**src/rtl/projectile_pool_pkg.sv**
```systemverilog
`default_nettype none
`timescale 1ns/1ps
// ============================================================================
// Module : projectile_pkg
// Brief  : Shared types and default widths for the projectile pool.
// Rev    : 1.0
// ============================================================================
package projectile_pkg;

    localparam int DEF_MAX_PROJ = 16;
    localparam int DEF_X_W      = 12;
    localparam int DEF_Y_W      = 11;
    localparam int DEF_SPEED    = 4;
    localparam int DEF_PROJ_W   = 2;
    localparam int DEF_PROJ_H   = 6;
    localparam int DEF_COOLDOWN = 8;

    typedef struct packed {
        logic               valid;
        logic [DEF_X_W-1:0] x;
        logic [DEF_Y_W-1:0] y;
    } proj_slot_t;

    typedef enum logic [1:0] {
        IDLE  = 2'd0,
        SPAWN = 2'd1,
        MOVE  = 2'd2
    } proj_state_e;

endpackage
`default_nettype wire

```
**src/rtl/projectile_pool_if.sv**
```systemverilog
`default_nettype none
`timescale 1ns/1ps
// ============================================================================
// Module : projectile_pool_if
// Brief  : Fire/frame/pixel bundle of the projectile pool; kill lines exist
//          only when PROJECTILE_KILL_EN is defined.
// Rev    : 1.0
// ============================================================================
interface projectile_pool_if
    import projectile_pkg::*;
#(
    parameter int MAX_PROJ = DEF_MAX_PROJ,
    parameter int X_W      = DEF_X_W,
    parameter int Y_W      = DEF_Y_W
);
    localparam int SLOT_W = $clog2(MAX_PROJ);

    logic              fire_n;
    logic [X_W-1:0]    spawn_x;
    logic [Y_W-1:0]    spawn_y;
    logic              frame_tick;
    logic [X_W-1:0]    display_col;
    logic [Y_W-1:0]    display_row;
    logic              pixel_hit;
    logic [SLOT_W-1:0] pixel_slot;
    logic              busy;
    logic [SLOT_W:0]   live_count;
    logic              overflow;
`ifdef PROJECTILE_KILL_EN
    logic              kill;
    logic [SLOT_W-1:0] kill_slot;

    modport master (
        output fire_n, spawn_x, spawn_y, frame_tick, display_col, display_row,
               kill, kill_slot,
        input  pixel_hit, pixel_slot, busy, live_count, overflow
    );
    modport slave (
        input  fire_n, spawn_x, spawn_y, frame_tick, display_col, display_row,
               kill, kill_slot,
        output pixel_hit, pixel_slot, busy, live_count, overflow
    );
`else
    modport master (
        output fire_n, spawn_x, spawn_y, frame_tick, display_col, display_row,
        input  pixel_hit, pixel_slot, busy, live_count, overflow
    );
    modport slave (
        input  fire_n, spawn_x, spawn_y, frame_tick, display_col, display_row,
        output pixel_hit, pixel_slot, busy, live_count, overflow
    );
`endif

endinterface
`default_nettype wire

```
**src/rtl/projectile_pool_first_free.sv**
```systemverilog
`default_nettype none
`timescale 1ns/1ps
// ============================================================================
// Module : proj_first_free
// Brief  : Lowest-index-wins priority encoder over an N-bit request vector.
// Rev    : 1.0
// ============================================================================
module proj_first_free #(
    parameter  int N  = 16,
    localparam int IW = $clog2(N)
) (
    input  logic [N-1:0]  vec_i,
    output logic          found_o,
    output logic [IW-1:0] index_o
);

    always_comb begin
        found_o = 1'b0;
        index_o = '0;
        for (int i = N - 1; i >= 0; i--) begin
            if (vec_i[i]) begin
                found_o = 1'b1;
                index_o = IW'(i);
            end
        end
    end

endmodule
`default_nettype wire

```
**src/rtl/projectile_pool.sv**
```systemverilog
`default_nettype none
`timescale 1ns/1ps
// ============================================================================
// Module : projectile_pool
// Brief  : Slot-based projectile manager: spawn on fire, per-frame move, pixel
//          hit test. Optional macro PROJECTILE_KILL_EN adds slot kill input.
// Rev    : 1.0
// ============================================================================
module projectile_pool
    import projectile_pkg::*;
#(
    parameter int MAX_PROJ = DEF_MAX_PROJ,
    parameter int X_W      = DEF_X_W,
    parameter int Y_W      = DEF_Y_W,
    parameter int SPEED    = DEF_SPEED,
    parameter int PROJ_W   = DEF_PROJ_W,
    parameter int PROJ_H   = DEF_PROJ_H,
    parameter int COOLDOWN = DEF_COOLDOWN
) (
    input  wire                 clock,
    input  wire                 reset,
    projectile_pool_if.slave    bus
);

    localparam int SLOT_W = $clog2(MAX_PROJ);
    localparam int CD_W   = $clog2(COOLDOWN + 2);

    typedef struct packed {
        logic           valid;
        logic [X_W-1:0] x;
        logic [Y_W-1:0] y;
    } slot_t;

    proj_state_e       state_q, state_d;
    logic [SLOT_W-1:0] idx_q, idx_d;
    slot_t             slots_q [MAX_PROJ];
    slot_t             slots_d [MAX_PROJ];
    logic              fire_prev_q;
    logic              fire_pend_q, fire_pend_d;
    logic [X_W-1:0]    pend_x_q, pend_x_d;
    logic [Y_W-1:0]    pend_y_q, pend_y_d;
    logic [CD_W-1:0]   cd_q, cd_d;
    logic [SLOT_W:0]   live_q, live_d;
    logic              hit_q;
    logic [SLOT_W-1:0] hit_slot_q;

    logic [MAX_PROJ-1:0] free_vec, cover_vec;
    logic                free_found, cover_found;
    logic [SLOT_W-1:0]   free_idx, cover_idx;
    logic                fire_edge, spawning;

    assign fire_edge = fire_prev_q & ~bus.fire_n;
    assign spawning  = (state_q == SPAWN) && fire_pend_q && free_found;

    // One spare bit on each bound so a box touching the screen edge cannot wrap
    generate
        for (genvar gi = 0; gi < MAX_PROJ; gi++) begin : g_slot
            assign free_vec[gi]  = ~slots_q[gi].valid;
            assign cover_vec[gi] = slots_q[gi].valid
                && ({1'b0, bus.display_col} >= {1'b0, slots_q[gi].x})
                && ({1'b0, bus.display_col} <  ({1'b0, slots_q[gi].x} + (X_W+1)'(PROJ_W)))
                && ({1'b0, bus.display_row} >= {1'b0, slots_q[gi].y})
                && ({1'b0, bus.display_row} <  ({1'b0, slots_q[gi].y} + (Y_W+1)'(PROJ_H)));
        end
    endgenerate

    proj_first_free #(.N(MAX_PROJ)) u_free (
        .vec_i   (free_vec),
        .found_o (free_found),
        .index_o (free_idx)
    );

    proj_first_free #(.N(MAX_PROJ)) u_cover (
        .vec_i   (cover_vec),
        .found_o (cover_found),
        .index_o (cover_idx)
    );

    always_comb begin
        state_d     = state_q;
        idx_d       = idx_q;
        slots_d     = slots_q;
        fire_pend_d = fire_pend_q;
        pend_x_d    = pend_x_q;
        pend_y_d    = pend_y_q;
        cd_d        = cd_q;

        if (bus.frame_tick && (cd_q != '0)) begin
            cd_d = cd_q - CD_W'(1);
        end
`ifdef PROJECTILE_KILL_EN
        // Applied first: a same-cycle spawn overwrites it, a same-cycle move sees it
        if (bus.kill && (int'(bus.kill_slot) < MAX_PROJ)) begin
            slots_d[bus.kill_slot].valid = 1'b0;
        end
`endif
        case (state_q)
            IDLE: begin
                if (bus.frame_tick) begin
                    state_d = SPAWN;
                end
            end
            SPAWN: begin
                if (spawning) begin
                    slots_d[free_idx] = '{valid: 1'b1, x: pend_x_q, y: pend_y_q};
                    cd_d              = CD_W'(COOLDOWN);
                end
                fire_pend_d = 1'b0;
                idx_d       = '0;
                state_d     = MOVE;
            end
            MOVE: begin
                if (slots_d[idx_q].valid) begin
                    if (slots_q[idx_q].y < Y_W'(SPEED)) begin
                        slots_d[idx_q].valid = 1'b0;
                    end else begin
                        slots_d[idx_q].y = slots_q[idx_q].y - Y_W'(SPEED);
                    end
                end
                idx_d = idx_q + SLOT_W'(1);
                if (idx_q == SLOT_W'(MAX_PROJ - 1)) begin
                    state_d = IDLE;
                end
            end
            default: state_d = IDLE;
        endcase

        // Evaluated after the SPAWN clear so a press landing in SPAWN is kept
        if (fire_edge && (cd_q == '0) && !(spawning && (COOLDOWN != 0))) begin
            fire_pend_d = 1'b1;
            pend_x_d    = bus.spawn_x;
            pend_y_d    = bus.spawn_y;
        end
    end

    always_comb begin
        live_d = '0;
        for (int i = 0; i < MAX_PROJ; i++) begin
            live_d = live_d + {{SLOT_W{1'b0}}, slots_q[i].valid};
        end
    end

    always_ff @(posedge clock or negedge reset) begin
        if (!reset) begin
            state_q     <= IDLE;
            idx_q       <= '0;
            fire_prev_q <= 1'b1;
            fire_pend_q <= 1'b0;
            pend_x_q    <= '0;
            pend_y_q    <= '0;
            cd_q        <= '0;
            live_q      <= '0;
            hit_q       <= 1'b0;
            hit_slot_q  <= '0;
            for (int i = 0; i < MAX_PROJ; i++) begin
                slots_q[i] <= '0;
            end
        end else begin
            state_q     <= state_d;
            idx_q       <= idx_d;
            fire_prev_q <= bus.fire_n;
            fire_pend_q <= fire_pend_d;
            pend_x_q    <= pend_x_d;
            pend_y_q    <= pend_y_d;
            cd_q        <= cd_d;
            live_q      <= live_d;
            hit_q       <= cover_found;
            hit_slot_q  <= cover_idx;
            for (int i = 0; i < MAX_PROJ; i++) begin
                slots_q[i] <= slots_d[i];
            end
        end
    end

    assign bus.pixel_hit  = hit_q;
    assign bus.pixel_slot = hit_slot_q;
    assign bus.busy       = (state_q != IDLE);
    assign bus.live_count = live_q;
    assign bus.overflow   = (state_q == SPAWN) && fire_pend_q && !free_found;

endmodule
`default_nettype wire

```
**src/flat_wrapper.sv**
```systemverilog
// flat-port wrapper written by rule: the top's interface ports become plain ports
module projectile_pool_flat import projectile_pkg::*;
#(
    parameter int MAX_PROJ = DEF_MAX_PROJ,
    parameter int X_W      = DEF_X_W,
    parameter int Y_W      = DEF_Y_W,
    parameter int SPEED    = DEF_SPEED,
    parameter int PROJ_W   = DEF_PROJ_W,
    parameter int PROJ_H   = DEF_PROJ_H,
    parameter int COOLDOWN = DEF_COOLDOWN
)
  (clock, reset, bus_fire_n, bus_spawn_x, bus_spawn_y, bus_frame_tick, bus_display_col, bus_display_row, bus_pixel_hit, bus_pixel_slot, bus_busy, bus_live_count, bus_overflow);
  projectile_pool_if #(.MAX_PROJ(MAX_PROJ), .X_W(X_W), .Y_W(Y_W)) bus_i ();
  input  wire clock;
  input  wire reset;
  input wire logic [$bits(bus_i.fire_n)-1:0] bus_fire_n;
  input wire logic [$bits(bus_i.spawn_x)-1:0] bus_spawn_x;
  input wire logic [$bits(bus_i.spawn_y)-1:0] bus_spawn_y;
  input wire logic [$bits(bus_i.frame_tick)-1:0] bus_frame_tick;
  input wire logic [$bits(bus_i.display_col)-1:0] bus_display_col;
  input wire logic [$bits(bus_i.display_row)-1:0] bus_display_row;
  output wire logic [$bits(bus_i.pixel_hit)-1:0] bus_pixel_hit;
  output wire logic [$bits(bus_i.pixel_slot)-1:0] bus_pixel_slot;
  output wire logic [$bits(bus_i.busy)-1:0] bus_busy;
  output wire logic [$bits(bus_i.live_count)-1:0] bus_live_count;
  output wire logic [$bits(bus_i.overflow)-1:0] bus_overflow;
  assign bus_i.fire_n = bus_fire_n;
  assign bus_i.spawn_x = bus_spawn_x;
  assign bus_i.spawn_y = bus_spawn_y;
  assign bus_i.frame_tick = bus_frame_tick;
  assign bus_i.display_col = bus_display_col;
  assign bus_i.display_row = bus_display_row;
  assign bus_pixel_hit = bus_i.pixel_hit;
  assign bus_pixel_slot = bus_i.pixel_slot;
  assign bus_busy = bus_i.busy;
  assign bus_live_count = bus_i.live_count;
  assign bus_overflow = bus_i.overflow;
  projectile_pool #(.MAX_PROJ(MAX_PROJ), .X_W(X_W), .Y_W(Y_W), .SPEED(SPEED), .PROJ_W(PROJ_W), .PROJ_H(PROJ_H), .COOLDOWN(COOLDOWN)) u_core (.clock(clock), .reset(reset), .bus(bus_i));
endmodule
```
**config.mk**
```make
export PLATFORM = sky130hd
export DESIGN_NAME = projectile_pool_flat
export DESIGN_NICKNAME = d
export VERILOG_FILES = /design/src/rtl/projectile_pool_pkg.sv /design/src/rtl/projectile_pool_if.sv /design/src/rtl/projectile_pool_first_free.sv /design/src/rtl/projectile_pool.sv /design/src/flat_wrapper.sv
export SDC_FILE = /design/constraint.sdc
export NUM_CORES = 2
export LEC_CHECK = 0
export ABC_AREA = 1
export BUFFER_PORTS_ARGS = -buffer_cell sky130_fd_sc_hd__buf_4
export CORE_ASPECT_RATIO = 0.7
export CORE_MARGIN = 2
export CORE_UTILIZATION = 60
export DETAILED_ROUTE_END_ITERATION = 10
export PLACE_DENSITY_LB_ADDON = 0.2
export SLEW_MARGIN = 0
export SYNTH_ARGS = -nofsm -noshare
export SYNTH_HDL_FRONTEND = slang
export SYNTH_SLANG_ARGS = --single-unit
export TNS_END_PERCENT = 10
```
**constraint.sdc**
```tcl
create_clock -name clock -period 5.2 [get_ports clock]
set_input_delay 0.52 -clock clock [delete_from_list [all_inputs] [get_ports clock]]
set_output_delay 0.52 -clock clock [all_outputs]
set_load 0.1 [all_outputs]
```
==> flow_metrics.env <==
export IMPL_synth_warnings=0
export IMPL_reg2regPathDepth=17
export IMPL_grt_max_degree=114
export IMPL_max_cap_viol_count=0
export IMPL_finalWirelength_microns=143000
export IMPL_initial_core_util=0.608
export IMPL_cp_slowest_cell="dfrtp_4"
export IMPL_setup_violations=0
export IMPL_startpoint_type="flop"
export IMPL_holdPathStages=1
export IMPL_syn_num_nets=6355
export IMPL_synth_flop_cell="dfrtp_1"
export IMPL_finClkSkew_ns=0.0213
export IMPL_fin_area_sq_mm=0.0444
export IMPL_ys_seq_elements=429
export IMPL_max_slew_margin=0.155
export IMPL_yosysSeqAreaShare=0.258
export IMPL_core_sq_mm=0.0685
export IMPL_ir_drop_v=0.000423
export IMPL_crit_start="u_core.idx_q[0]"
export IMPL_power_mw=18.8
export IMPL_final_cell_mix="1078 x nand2_1, 752 x ha_1, 610 x inv_1"
export IMPL_required_ns=5.67
export IMPL_netSwitchingFraction=0.522
export IMPL_synthesis_area_sq_mm=0.0417
export IMPL_synth_edff_count=0
export IMPL_cts_tree="done"
export IMPL_min_period_ns=4.56
export IMPL_die_w_microns=319
export IMPL_die_y_microns=224
export IMPL_grt_pass1_wl_microns=219000
export IMPL_crit_fanout=55
export IMPL_clkSinkCount=429
export IMPL_path_cells="inv_4 > a21oi_1 > o21ai_1 > nand2_1 > nand2_1 > nand4_4 > inv_2 > ha_1 > and3_1 > nand3_2 > xnor2_2 > buf_4 > clkinv_1 > nand2_1 > o21ai_0 > nor2_1 > a21oi_1"
export IMPL_grt_pass1_vias=36800
export IMPL_fmax_mhz=219
export IMPL_clockBufferDepth=3
export IMPL_postCtsSetupRepairBufs=0
export IMPL_wire_per_inst_microns=22.2
export IMPL_tightest_slew_ns=1.27
export IMPL_synth_cells=5543
export IMPL_hp_class="in2reg"
export IMPL_pwr_share_comb=0.555
export IMPL_reg2reg_from="u_core.idx_q[0]"
export IMPL_htreeDepth=2
export IMPL_drtIter0Drc=5386
export IMPL_drt_pass1_iterations=9
export IMPL_routed_via_count=40500
export IMPL_hp_start="bus_fire_n"
export IMPL_crit_path_end_kind="flop"
export IMPL_drtAntennaViolNets=0
export IMPL_path_class="reg2reg"
export IMPL_rsz0062_at_grt="no"
export IMPL_power_switching_mw=9.80
export IMPL_leakage_nw=20.0
export IMPL_via_per_inst=6.26
export IMPL_dpl_cell_area_sq_mm=0.0428
export IMPL_insertion_delay_ns=0.61
export IMPL_p_clk_frac=0.183
export IMPL_power_internal_mw=8.97
export IMPL_slew_viol_final=0
export IMPL_numCtsBuffers=48
export IMPL_antenna_cells=0
export IMPL_drc=0
export IMPL_die_area_sq_mm=0.0716
export IMPL_yosysUniqueCellTypes=67
export IMPL_cts_root_buf="clkbuf_16"
export IMPL_core_rowCount=80
export IMPL_grt_ovfl_total=0
export IMPL_seq_power_share=0.263
export IMPL_antenna_found_initial=2
export IMPL_async_flop_share=1.00
export IMPL_syn_avg_cell_area_sq_um=7.52
export IMPL_critPathMaxStageDelay_ns=0.66
export IMPL_place_hpwl_microns=105000
export IMPL_syn2layout_area_growth_pct=6.50
export IMPL_cp_common_cell="nand2_1"
export IMPL_pin_count=62
export IMPL_tns_ns=0
export IMPL_hold_violations=0
export IMPL_arrival_ns=5.03
export IMPL_mostFrequentLayoutCell="nand2_1"
export IMPL_final_util=0.648
export IMPL_fin_crit_sh=0.876
export IMPL_powerDensity_mw_per_mm2=423
export IMPL_fin_nets=6349
export IMPL_status="completed"
export IMPL_gp_congestion=1.10
export IMPL_port_buffers=61
export IMPL_layout_drive_gt1_share=0.0465
export IMPL_cts_clk_slew_worst_paths_ns=0.07
export IMPL_grt_usage=0.395
Yosys cell counts, drive strengths merged, types with 17 or more instances:
cell,count,area share
nand2,1089,0.099
ha,752,0.23
inv,625,0.056
o21ai,614,0.074
dfrtp,428,0.26
a21oi,425,0.052
nor2,386,0.035
xor2,253,0.054
nand3,199,0.025
nor3,116,0.015
nand4,105,0.017
clkbuf,87,0.0080
buf,84,0.013
o22ai,82,0.012
a22oi,57,0.010
a211oi,28,0.0052
o21a,20,0.0036
nor4,19,0.0029
xnor2,19,0.0045
a21boi,18,0.0032
a21o,18,0.0032
o21bai,17,0.0031
routing by layer:
metal / GRT usage / share of wire
met1: 0.599 / 0.44
met2: 0.546 / 0.39
met5: 0 / 0
met3: 0.105 / 0.14
met4: 0.112 / 0.032
power by group through the flow:
stage | registers, mW | logic (mW) | clock network, mW
floorplan | 4.71 | 6.28 | 0
global placement | 4.90 | 9.57 | 0
detailed placement | 4.90 | 9.82 | 0
CTS | 4.86 | 9.88 | 3.42
global route | 4.98 | 11.1 | 3.55
finish | 4.93 | 10.4 | 3.43
metrics by stage:
| step | cells | hold WS [ns] | setup slack, ns |
|---|---|---|---|
| 4_1_cts | 6471 | 0.00721 | 0.924 |
| 2_1_floorplan | 5543 | 0.224 | 1.49 |
| 3_5_place_dp | 6388 | 0.473 | 0.968 |
| 5_1_grt | 6471 | 0.0201 | 0.611 |
| 3_3_place_gp | 6388 | 0.467 | 1.07 |
| 6_report | 6471 | 0.0270 | 0.644 |
final cells by class:
class / count / area (sq um)
Clock inverter: 16 / 151
Inverter: 629 / 2360
Sequential cell: 429 / 10700
Multi-Input combinational cell: 4314 / 27700
Tap cell: 902 / 1130
Timing Repair Buffer: 115 / 911
Fill cell: 6125 / 24100
Clock buffer: 66 / 1380
path summary, 6_finish.rpt:
check | to | slack, ns
worst min register to register | u_core.slots_q[155] | 0.49
worst max register to register | u_core.slots_q[128] | 0.64
min in group asynchronous | u_core.slots_q[270] | 0.49
worst min-delay path | u_core.fire_prev_q | 0.03
max in group asynchronous | u_core.slots_q[252] | 3.54
worst max-delay path | u_core.slots_q[128] | 0.64
logic make-up (layout without fill, tap and decap cells):
| group | Yosys count | in the layout | share of synthesized area |
|---|---|---|---|
| flip-flops | 429 | 429 | 0.258 |
| adder cells (fa/ha/maj) | 762 | 762 | 0.231 |
| buffers and inverters | 800 | 826 | 0.0775 |
| AND/OR/NAND/NOR | 1943 | 1943 | 0.198 |
| XOR/XNOR | 272 | 272 | 0.0581 |
| AO/OA/AOI/OAI | 1335 | 1335 | 0.177 |
| multiplexers | 2 | 2 | 0.000541 |
flip-flops by register name, summed over array words and instances, names as in the netlist, 2 cells and up:
signal,flops
u_core.idx_q,4
u_core.pend_y_q,11
u_core.pend_x_q,12
u_core.bus.live_count,5
u_core.slots_q,384
u_core.cd_q,4
u_core.bus.pixel_slot,4
u_core.state_q,2
worst max-delay path: cells and delay by family, from the launching register on:
kind	cells	cell delay, ns
AO/OA/AOI/OAI	4	0.43
AND/OR/NAND/NOR	7	1.10
flip-flops	1	0.66
adder cells (fa/ha/maj)	1	0.23
XOR/XNOR	1	0.40
buffers and inverters	4	1.51
timing repair:
action,in CTS,in global routing
gates resized for setup,0,0
hold buffers,1,0
hold endpoints to repair,66,0
No activity file was read; power rests on OpenSTA's default activity.
